--- config.mk ---
export PLATFORM = sky130hd
export DESIGN_NAME = joy_serializer
export DESIGN_NICKNAME = d
export VERILOG_FILES = /design/src/rtl/joy_link_pkg.sv /design/src/rtl/joy_serializer_sync_edge.sv /design/src/rtl/joy_serializer.sv
export SDC_FILE = /design/constraint.sdc
export NUM_CORES = 1
export LEC_CHECK = 0
export ABC_AREA = 1
export CORE_ASPECT_RATIO = 0.9
export CORE_MARGIN = 3
export CORE_UTILIZATION = 30
export CTS_CLUSTER_DIAMETER = 200
export DETAILED_ROUTE_END_ITERATION = 10
export RECOVER_POWER = 50
export SLEW_MARGIN = 20
export SYNTH_ARGS = -nofsm -noshare
export SYNTH_HDL_FRONTEND = slang
export SYNTH_SLANG_ARGS = --single-unit
--- constraint.sdc ---
create_clock -name clk12 -period 1.3 [get_ports clk12]
set_clock_uncertainty 0.1 [all_clocks]
set_input_delay 0.26 -clock clk12 [delete_from_list [all_inputs] [get_ports clk12]]
set_output_delay 0.26 -clock clk12 [all_outputs]
set_load 0.01 [all_outputs]
--- src/rtl/joy_link_pkg.sv ---
// Shared definitions for the serial joystick link: frame size, FSM states and
// the bit ordering used by both the responder and the reader's decode.
package joy_link_pkg;

  localparam int FRAME_BITS  = 24;
  localparam int JOY_W       = 12;
  localparam int JOY_FRAME_W = 24;

  typedef enum logic [1:0] {
    ST_IDLE  = 2'd0,
    ST_LOAD  = 2'd1,
    ST_SHIFT = 2'd2,
    ST_DONE  = 2'd3
  } joy_state_e;

  // Bit i of the result is the level presented at frame position i.
  function automatic logic [JOY_FRAME_W-1:0] joy_frame(
    input logic [JOY_W-1:0] j1,
    input logic [JOY_W-1:0] j2
  );
    logic [7:0] lane1;
    logic [7:0] lane2;
    lane1 = {j1[0], j1[1], j1[2], j1[3], j1[4], j1[5], j1[6], j1[8]};
    lane2 = {j2[0], j2[1], j2[2], j2[3], j2[4], j2[5], j2[6], j2[8]};
    return {j1[7], j1[9], j1[11], j1[10],
            j2[7], j2[9], j2[11], j2[10],
            lane2, lane1};
  endfunction

endpackage

--- src/rtl/joy_serializer_sync_edge.sv ---
// Multi-stage synchronizer for an asynchronous pin, with single-cycle
// rise/fall strobes derived from the last stage and its delayed copy.
module sync_edge #(
  parameter int   STAGES    = 2,
  parameter logic RESET_VAL = 1'b0
) (
  input  logic clk12,
  input  logic reset_n,
  input  logic i_async,
  output logic o_level,
  output logic o_rise,
  output logic o_fall
);

  localparam int N = (STAGES < 2) ? 2 : STAGES;

  logic [N-1:0] r_sync;
  logic         r_old;

  // Synchronizer chain plus one extra flop holding the previous synced level.
  always_ff @(posedge clk12) begin
    if (!reset_n) begin
      r_sync <= {N{RESET_VAL}};
      r_old  <= RESET_VAL;
    end else begin
      r_sync <= {r_sync[N-2:0], i_async};
      r_old  <= r_sync[N-1];
    end
  end

  assign o_level = r_sync[N-1];
  assign o_rise  = r_sync[N-1] & ~r_old;
  assign o_fall  = ~r_sync[N-1] & r_old;

endmodule

--- src/rtl/joy_serializer.sv ---
// Responder end of the serial joystick link: emulates a 74HC165-style chain,
// loading two active-low joystick words and shifting them out on JOY_CLK.
module joy_serializer
  import joy_link_pkg::*;
#(
  parameter int FRAME_BITS  = joy_link_pkg::FRAME_BITS,
  parameter int SYNC_STAGES = 2
) (
  input  logic        clk12,
  input  logic        reset_n,
  input  logic        joy_clk_in,
  input  logic        joy_load_in,
  input  logic [11:0] joystick1_n,
  input  logic [11:0] joystick2_n,
  output logic        joy_data_out,
  output logic        frame_done,
  output logic [4:0]  bit_count,
  output logic        overrun
);

  localparam logic [4:0] LAST_IDX = 5'(FRAME_BITS - 1);

  logic                               w_clk_level;
  logic                               w_clk_rise;
  logic                               w_clk_fall;
  logic                               w_load_level;
  logic                               w_load_rise;
  logic                               w_load_fall;
  logic                               w_load_act;
  logic [JOY_FRAME_W-1:0]             w_frame;
  logic [FRAME_BITS+JOY_FRAME_W-1:0]  w_frame_pad;
  logic [FRAME_BITS-1:0]              w_load_word;
  logic                               w_unused;

  joy_state_e            r_state;
  logic [FRAME_BITS-1:0] r_shreg;
  logic                  r_data;
  logic                  r_frame_done;
  logic [4:0]            r_bit_count;
  logic                  r_overrun;

  sync_edge #(
    .STAGES    (SYNC_STAGES),
    .RESET_VAL (1'b0)
  ) u_clk_sync (
    .clk12   (clk12),
    .reset_n (reset_n),
    .i_async (joy_clk_in),
    .o_level (w_clk_level),
    .o_rise  (w_clk_rise),
    .o_fall  (w_clk_fall)
  );

  sync_edge #(
    .STAGES    (SYNC_STAGES),
    .RESET_VAL (1'b1)
  ) u_load_sync (
    .clk12   (clk12),
    .reset_n (reset_n),
    .i_async (joy_load_in),
    .o_level (w_load_level),
    .o_rise  (w_load_rise),
    .o_fall  (w_load_fall)
  );

  assign w_load_act  = ~w_load_level;
  assign w_frame     = joy_frame(joystick1_n, joystick2_n);
  // Frames longer than the joystick payload are padded with idle-high bits.
  assign w_frame_pad = {{FRAME_BITS{1'b1}}, w_frame};
  assign w_load_word = w_frame_pad[FRAME_BITS-1:0];
  assign w_unused    = &{1'b0, w_clk_level, w_clk_fall, w_load_rise, w_load_fall,
                         w_frame_pad[FRAME_BITS+JOY_FRAME_W-1:FRAME_BITS]};

  // Link FSM: r_data is the presented bit, r_shreg holds the bits still to come.
  always_ff @(posedge clk12) begin
    if (!reset_n) begin
      r_state      <= ST_IDLE;
      r_shreg      <= {FRAME_BITS{1'b1}};
      r_data       <= 1'b1;
      r_frame_done <= 1'b0;
      r_bit_count  <= 5'd0;
      r_overrun    <= 1'b0;
    end else begin
      r_frame_done <= 1'b0;
      if (w_load_act) begin
        // Load has priority over a coincident shift clock.
        r_state     <= ST_LOAD;
        r_shreg     <= {1'b1, w_load_word[FRAME_BITS-1:1]};
        r_data      <= w_load_word[0];
        r_bit_count <= 5'd0;
        r_overrun   <= 1'b0;
      end else begin
        case (r_state)
          ST_IDLE: begin
            r_data <= 1'b1;
          end
          ST_LOAD: begin
            r_state <= ST_SHIFT;
          end
          ST_SHIFT: begin
            if (w_clk_rise) begin
              r_bit_count <= r_bit_count + 5'd1;
              r_shreg     <= {1'b1, r_shreg[FRAME_BITS-1:1]};
              if (r_bit_count == LAST_IDX) begin
                r_state      <= ST_DONE;
                r_data       <= 1'b1;
                r_frame_done <= 1'b1;
              end else begin
                r_data <= r_shreg[0];
              end
            end
          end
          ST_DONE: begin
            r_data <= 1'b1;
            if (w_clk_rise) begin
              r_overrun <= 1'b1;
            end
          end
          default: begin
            r_state <= ST_IDLE;
            r_data  <= 1'b1;
          end
        endcase
      end
    end
  end

  assign joy_data_out = r_data;
  assign frame_done   = r_frame_done;
  assign bit_count    = r_bit_count;
  assign overrun      = r_overrun;

endmodule

==> results.txt, run 1 <==
The overflow left after global routing is 0. The post-synthesis register bit count came out at 38. The worst register-to-register path begins at r_state[0].

The critical hold path startpoint is u_load_sync.r_sync[0]. The total setup violations reported at the end of the flow is 0. The most frequent standard cell in the layout excluding fill and tap cells is sky130_fd_sc_hd__dfxtp_1. In this run the worst setup path begins at r_state[0]. The post-route antenna net violation count came out at 0. The number of cells on the critical path came out at 7. The detailed-route wire length per cell is ~11 um. The mean instance size in the synthesized netlist is ~8.6 um^2. The via count of the routed design is roughly 1500. The sequential share of the synthesized area came out at roughly 43%.

Setup repair after global routing could not meet its margin everywhere. The die covers between 6000 and 7000 um^2. The worst setup path is of the reg2reg kind. The standard cell area after detailed placement came out at roughly 2300 um^2. Among all flip-flop cells after synthesis, the most frequent one is sky130_fd_sc_hd__dfxtp_1. The worst hold path belongs to the class reg2reg. The TritonCTS clock tree is built. Routability-driven placement finished with a final weighted congestion of 0.757. The run finished with clean final reports. The maximum resistive drop on vdd is a little under 0.8 mV. The die extent in y is roughly 80 um. The share of async-settable or async-resettable flops after synthesis came out at 0%.

The fraction of final layout cells sized beyond drive strength 1 is a little under a third. Among the stages of the critical path, the cell type that occurs most often is sky130_fd_sc_hd__inv_4. The cell with the biggest individual delay on the critical path is sky130_fd_sc_hd__dfxtp_2.

The peak per-stage delay on the critical path is 0.33 ns. Setup slack on the worst reg-to-reg path comes out at 0.006 ns. In the routed layout, each cell is associated on average with a via count of roughly 4.5. The clock latency at the later pin of the worst-skew pair came out at around 0.29 ns.

The power density over cell area is between 1000 and 1500 nW/um^2. The initial antenna violation count came out at 0. The critical path ends at r_shreg[7]. For the pin with the worst max-slew slack, the measured transition is ~0.24 ns. The count of port buffers added during placement came out at 35. The overall die width came out at 87.4 um.

The post-synthesis cell count came out at a little over 200. The finished cells cover about 2500 um^2. For this configuration, the core starts out at a cell density of a little under a third. The number of endpoints with negative hold slack in the final report came to 0.

The data arrival time of the critical path is 1.36 ns. The clock tree synthesis step divided the H-tree into 2 levels. The number of pins exceeding their max-slew limit in the final report came out at 0. The total nets after synthesis is 240. The library cells used most frequently in the layout, excluding fill and tap cells, are 33 x sky130_fd_sc_hd__dfxtp_1, 32 x sky130_fd_sc_hd__nand2_1, 26 x sky130_fd_sc_hd__clkdlybuf4s50_1. The synthesized netlist occupies a cell area of 1790 um^2. The final critical path time including I/O delays and setup came out at about 1.3 ns. The number of buffers added by the clock tree synthesis step came out at 5. The total wire length after detailed routing is 3700 um. The I/O pin count came out at 36. In the routed design, unresolved DRC markers number 0. Across the run, the number of max-cap violations was 0. The maximum operating frequency is roughly 770 MHz.

Counting every sink on the clock net gives 38. The number of warnings reported in the yosys synthesis log is 0. The signal on the critical path passes through inv_4 > ha_4 > inv_4 > o21ai_4 > inv_8 > nand2_1 > o211ai_1.

The first global-routing pass estimated about 6200 um of wire. The final-layout fill cell count is 588. The number of synthesized flops with an enable pin is 0. The worst register-to-register path has a depth of 7.

The worst path uses about 100% of the clock period. Entering global routing, the biggest net connects 34 pins. The growth of design area from synthesis to finish came out at 41.1%.

The highest net fanout along the worst path is 33. Summed over all nets, the half-perimeter wirelength after detailed placement is 2530 um. After floorplanning, the core was sized to cover 5730 um^2. The number of distinct library cell variants in the gate-level netlist after synthesis came out at 26.

The DRC marker count from the first detailed-route iteration came out at 54. The headroom to the max-slew limit is a little over four fifths. The root buffer cell chosen for the clock tree is sky130_fd_sc_hd__clkbuf_8. The via count of the first global-routing pass is ~1400. For this run, the post-layout net count is 288. The number of buffer and inverter instances along the worst setup path is 3. The number of hold buffers added after CTS came out at 0.

The worst setup path is launched from a flop. STA classifies the critical path endpoint as a flop. The cell leakage power came out at roughly 1.2 nW. The top cell family by delay on the critical path is flip-flops. The worst reg2reg path endpoint is r_shreg[7].

The total negative setup slack is 0 ns. The required time at the worst-slack endpoint came out at 1.36 ns. The first-pass iteration count of the detailed router came out at 4.

The utilization after layout is roughly 44%. The maximum buffer depth of the clock tree is 2. The global-route usage over all layers came out at 11.2%. The number of placement rows is 26. The number of inserted diodes came out at 0. The clock slew at the register clock pins of the worst setup and hold paths is around 0.07 ns.
==> kinds of logic (layout without fill, tap and decap cells) <==
family                   Yosys count  in the layout  share of synthesized area [%]
adder cells (fa/ha/maj)            5              5                           3.50
flip-flops                        38             38                           42.5
multiplexers                      14             14                           7.84
AO/OA/AOI/OAI                     38             38                           17.6
buffers and inverters             33             82                           9.17
XOR/XNOR                           1              1                          0.490
AND/OR/NAND/NOR                   78             78                           18.8
==> layout make-up <==
type	instances	area [um^2]	share of cell area [%]
Multi-Input combinational cell	136	972	38.5
Sequential cell	38	772	30.6
Timing Repair Buffer	52	490	19.4
Inverter	22	95.1	3.77
Tap cell	70	87.6	3.47
Clock buffer	7	76.3	3.02
Clock inverter	1	30.0	1.19
==> per-stage QoR <==
stage / power, W / std cells / hold slack, ns / setup WS [ns]
5_1_grt: 0.00333 / 326 / 0.340 / -0.0607
4_1_cts: 0.00306 / 324 / 0.324 / 0.000477
2_1_floorplan: 0.00180 / 207 / 0.258 / -0.0609
3_5_place_dp: 0.00206 / 316 / 0.304 / -0.155
6_report: 0.00314 / 326 / 0.317 / 0.00642
3_3_place_gp: 0.00205 / 316 / 0.305 / -0.116
==> repair_timing <==
item                                    4_1_cts  5_1_grt
pin swaps                                     0        4
setup buffers                                 0        2
resized for setup                            16       28
endpoints found under the setup margin       28       31
==> metal layers <==
metal	wire length, um	up-vias	GRT usage (%)
met3	176	5	3.32
li1	-	792	-
met1	1790	660	14.2
met2	1680	25	17.5
met5	0	-	0
met4	57	0	5.06
==> report_power, final <==
group	internal, W	switching [W]	total [W]
clock	0.000574	0.000405	0.000979
sequential	0.00126	0.0000701	0.00133
combinational	0.000433	0.000400	0.000833
total	0.00227	0.000875	0.00314
==> cells in the mapped netlist, types with 2 or more instances <==
cell type / count / area share (%)
sky130_fd_sc_hd__nand2_2: 2 / 0.70
sky130_fd_sc_hd__nand3b_1: 3 / 1.3
sky130_fd_sc_hd__a21oi_1: 7 / 2.0
sky130_fd_sc_hd__mux2i_1: 14 / 7.8
sky130_fd_sc_hd__o211ai_1: 9 / 3.8
sky130_fd_sc_hd__ha_1: 5 / 3.5
sky130_fd_sc_hd__nand2_1: 47 / 9.9
sky130_fd_sc_hd__nand3_1: 12 / 3.4
sky130_fd_sc_hd__o211ai_2: 12 / 8.4
sky130_fd_sc_hd__o21ai_0: 8 / 2.2
sky130_fd_sc_hd__dfxtp_1: 38 / 43
sky130_fd_sc_hd__nor2_1: 9 / 1.9
sky130_fd_sc_hd__inv_1: 21 / 4.4
sky130_fd_sc_hd__clkbuf_1: 3 / 0.63
sky130_fd_sc_hd__buf_2: 4 / 1.1
sky130_fd_sc_hd__or2_2: 3 / 1.0
==> worst min-delay path by stage <==
stage,endpoint,slack (ns),cells after the start
2_1_floorplan,u_clk_sync.r_sync[0],0.26,2
3_3_place_gp,u_clk_sync.r_sync[1],0.31,2
3_5_place_dp,u_load_sync.r_sync[1],0.30,1
4_1_cts,u_load_sync.r_sync[1],0.32,1
5_1_grt,u_clk_sync.r_sync[1],0.34,2
6_report,u_load_sync.r_sync[1],0.32,1
==> registers in the layout, summed over array words and instances (netlist names) <==
register and flops:
r_shreg 23, r_state 2, overrun 1, joy_data_out 1
u_clk_sync.r_sync 2, u_clk_sync.r_old 1, frame_done 1, u_load_sync.r_sync 2
bit_count 5
==> worst register-to-register path, cell delays in order, from the launching register on <==
cell and delay (ns):
sky130_fd_sc_hd__dfxtp_2 0.33, sky130_fd_sc_hd__inv_4 0.07, sky130_fd_sc_hd__ha_4 0.13, sky130_fd_sc_hd__inv_4 0.04, sky130_fd_sc_hd__o21ai_4 0.20, sky130_fd_sc_hd__inv_8 0.14
sky130_fd_sc_hd__nand2_1 0.09, sky130_fd_sc_hd__o211ai_1 0.07
Note: power is estimated with default switching activity, not from simulation.
==> inputs of run 2 (changes only) <==
--- a/config.mk
+++ b/config.mk
@@ -8,9 +8,10 @@
 export ABC_AREA = 1
 export CORE_ASPECT_RATIO = 0.9
 export CORE_MARGIN = 3
-export CORE_UTILIZATION = 30
+export CORE_UTILIZATION = 46
 export CTS_CLUSTER_DIAMETER = 200
 export DETAILED_ROUTE_END_ITERATION = 10
+export PLACE_DENSITY = 0.75
 export RECOVER_POWER = 50
 export SLEW_MARGIN = 20
 export SYNTH_ARGS = -nofsm -noshare
==> results.txt, run 2 (same netlist as run 1, synthesis figures left out) <==
Status: finished, violations left (was finished clean). The checks that failed: negative setup slack. The DRC marker count from the first detailed-route iteration is 44 (was 54).

The number of inserted diodes came out at 0 (unchanged). The first-pass iteration count of the detailed router is 4 (unchanged). The post-DP HPWL is 2490 um (was 2530 um). The net switching power figure was 0.000828 W (was 0.000875 W).

The routability congestion estimate from global placement is 0.746 (was 0.757). The total setup violations reported at the end of the flow came out at 13 (was 0). The final layout net count is 295 (was 288). The overflow left after global routing was 0 (unchanged). The switching power as a share of total power came to 27.2% (was 27.8%). The cell leakage power was 1.22 nW (was 1.18 nW).

The max-capacitance violation count is 0 (unchanged). The initial antenna violation count is 0 (unchanged). The number of buffers added by the clock tree synthesis step came to 5 (unchanged). The register share of total power came to 43.6% (was 42.3%).

The via count of the first global-routing pass came to 1332 (was 1431). The initial core utilization came to 50.3% (was 31.2%). The category of the worst setup path capture point is a flop (unchanged). The clock network power share came out at 31.8% (was 31.2%).

The I/O pin count was 36 (unchanged). The clock root buffer is sky130_fd_sc_hd__clkbuf_8 (unchanged). The number of placement rows is 20 (was 26). The required time at the worst-slack endpoint is 1.38 ns (was 1.36 ns). The kind of critical path is reg2reg (unchanged). The number of endpoints with negative hold slack in the final report is 0 (unchanged).

The final-layout fill cell count came out at 270 (was 588). The minimum setup slack after placement was -0.171 ns (was -0.155 ns). The overall power was 0.00304 W (was 0.00314 W).

The global-route usage over all layers is 15.8% (was 11.2%). The final critical path time including I/O delays and setup came out at 1.33 ns (was 1.29 ns). The post-route antenna net violation count is 0 (unchanged). The share of the clock period used by the worst path after layout came out at 102% (was 99.5%). The overall die width is 71.7 um (was 87.4 um).

The total wire length after detailed routing is 3530 um (was 3700 um). The worst hold slack is 0.320 ns (was 0.317 ns). The growth of design area from synthesis to finish is 40.9% (was 41.1%). The most frequent standard cell in the layout excluding fill and tap cells is sky130_fd_sc_hd__dfxtp_1 (unchanged). The category of the worst setup path launch point is a flop (unchanged). The via count of the routed design is 1498 (was 1482). The maximum resistive drop on vdd is 0.784 mV (was 0.769 mV). The number of clock sinks was 38 (unchanged). The power density over cell area came out at 1210 nW/um^2 (was 1240 nW/um^2). The remaining routing DRC violations is 0 (unchanged). The minimum setup slack in the final design is -0.0319 ns (was 0.00642 ns). The maximum operating frequency is 751 MHz (was 773 MHz). The first-pass GRT wire length is 5810 um (was 6190 um). The headroom to the max-slew limit is 84.5% (was 84.0%). The placeable core region is 3550 um^2 (was 5730 um^2). The clock slew at the register clock pins of the worst setup and hold paths came out at 0.07 ns (about the same). The data arrival time of the critical path is 1.41 ns (was 1.36 ns).

The flip-flop count of the largest register after layout came out at 23 (unchanged). The TritonCTS clock tree is built (unchanged). The clock latency at the later pin of the worst-skew pair came out at 0.29 ns (about the same). The maximum buffer depth of the clock tree came out at 2 (unchanged). The register ranked first by flip-flop count is r_shreg (unchanged). The transition time at the pin with the least slew margin is 0.231 ns (was 0.240 ns). The count of port buffers added during placement came out at 35 (unchanged). The highest net fanout along the worst path came out at 6 (was 33). The number of hold buffers added after CTS came out at 0 (unchanged). The die extent in y is 65.1 um (was 79.2 um). The type of the worst min-delay path is reg2reg (unchanged). The post-detailed-route via-to-cell ratio is 4.88 (was 4.55).

The fraction of final layout cells sized beyond drive strength 1 came out at 29.7% (was 30.5%). The power share of the combinational group is 24.5% (was 26.5%). The detailed-route wire length per cell came to 11.5 um (was 11.3 um). The total number of H-tree levels is 2 (unchanged). The number of pins exceeding their max-slew limit in the final report came out at 0 (unchanged). The cell-internal power is 0.00221 W (was 0.00227 W). Unrepaired setup endpoints after global routing: true (unchanged). Most used cells in the layout excluding fill and tap cells: 33 x sky130_fd_sc_hd__dfxtp_1, 31 x sky130_fd_sc_hd__nand2_1, 27 x sky130_fd_sc_hd__clkdlybuf4s50_1 (was 33 x sky130_fd_sc_hd__dfxtp_1, 32 x sky130_fd_sc_hd__nand2_1, 26 x sky130_fd_sc_hd__clkdlybuf4s50_1). The overall die area is 4670 um^2 (was 6920 um^2).

The largest net degree at the start of global routing is 20 (was 34).
## run 2: cell types whose count changed in the layout (fill, tap and decap cells not counted), moves of 2 or more
cell | previous run | this run
sky130_fd_sc_hd__nand2_2 | 15 | 17
sky130_fd_sc_hd__a21oi_2 | 3 | 1
sky130_fd_sc_hd__nand3_2 | 2 | 0
sky130_fd_sc_hd__a21oi_1 | 4 | 6
sky130_fd_sc_hd__nand3_1 | 10 | 12
sky130_fd_sc_hd__buf_4 | 14 | 20
sky130_fd_sc_hd__inv_1 | 16 | 18
sky130_fd_sc_hd__ha_4 | 3 | 1
## run 2: worst paths after layout
path              slack (ns)  cells past startpoint                  from                    to
hold / removal          0.32                      2  u_clk_sync.r_sync[0]  u_clk_sync.r_sync[1]
setup reg to reg       -0.03                      8            r_state[0]            r_shreg[6]
hold reg to reg         0.32                      2  u_clk_sync.r_sync[0]  u_clk_sync.r_sync[1]
setup / recovery       -0.03                      8            r_state[0]            r_shreg[6]
## run 2: through the flow
| step | TNS [ns] | util (%) | instance area (um^2) | cells |
|---|---|---|---|---|
| 3_3_place_gp | -2.32 | 65.9 | 2340 | 296 |
| 2_1_floorplan | -0.844 | - | 1840 | 207 |
| 3_5_place_dp | -3.18 | 65.9 | 2340 | 296 |
| 5_1_grt | -1.43 | 70.9 | 2520 | 307 |
| 4_1_cts | -0.0404 | 69.4 | 2470 | 306 |
| 6_report | -0.149 | 70.9 | 2520 | 307 |
## run 2: power by group through the flow
| stage | Sequential, W | Combinational (W) | Clock, W |
|---|---|---|---|
| floorplan | 0.00134 | 0.000461 | 0 |
| global placement | 0.00134 | 0.000675 | 0 |
| detailed placement | 0.00135 | 0.000686 | 0 |
| CTS | 0.00133 | 0.000699 | 0.000984 |
| global route | 0.00134 | 0.000824 | 0.00104 |
| finish | 0.00133 | 0.000746 | 0.000968 |
## run 2: timing repair
item                                    4_1_cts  5_1_grt
endpoints found under the setup margin       18       31
pin swaps                                     3        4
resized for setup                            14       15
cloned                                        0        1
buffers inserted                              2        0
## run 2: per-layer routing
layer,GRT usage (%),wire length [um]
met3,5.05,172
met4,7.04,62
met1,20.9,1710
met2,23.3,1580
met5,0,0
## run 2: final cells by class
cell class	count	area, um^2	share of cell area [%]
Multi-Input combinational cell	136	932	37.0
Clock inverter	1	30.0	1.19
Clock buffer	7	76.3	3.03
Sequential cell	38	769	30.5
Tap cell	44	55.1	2.18
Inverter	22	87.6	3.48
Timing Repair Buffer	59	569	22.6
## run 2: critical path, cell delays in order, from the launching register on
cell,delay (ns)
sky130_fd_sc_hd__dfxtp_2,0.32
sky130_fd_sc_hd__inv_2,0.07
sky130_fd_sc_hd__ha_4,0.13
sky130_fd_sc_hd__inv_4,0.04
sky130_fd_sc_hd__o21ai_4,0.16
sky130_fd_sc_hd__inv_4,0.09
sky130_fd_sc_hd__buf_4,0.16
sky130_fd_sc_hd__nand2_1,0.06
sky130_fd_sc_hd__o211ai_1,0.08
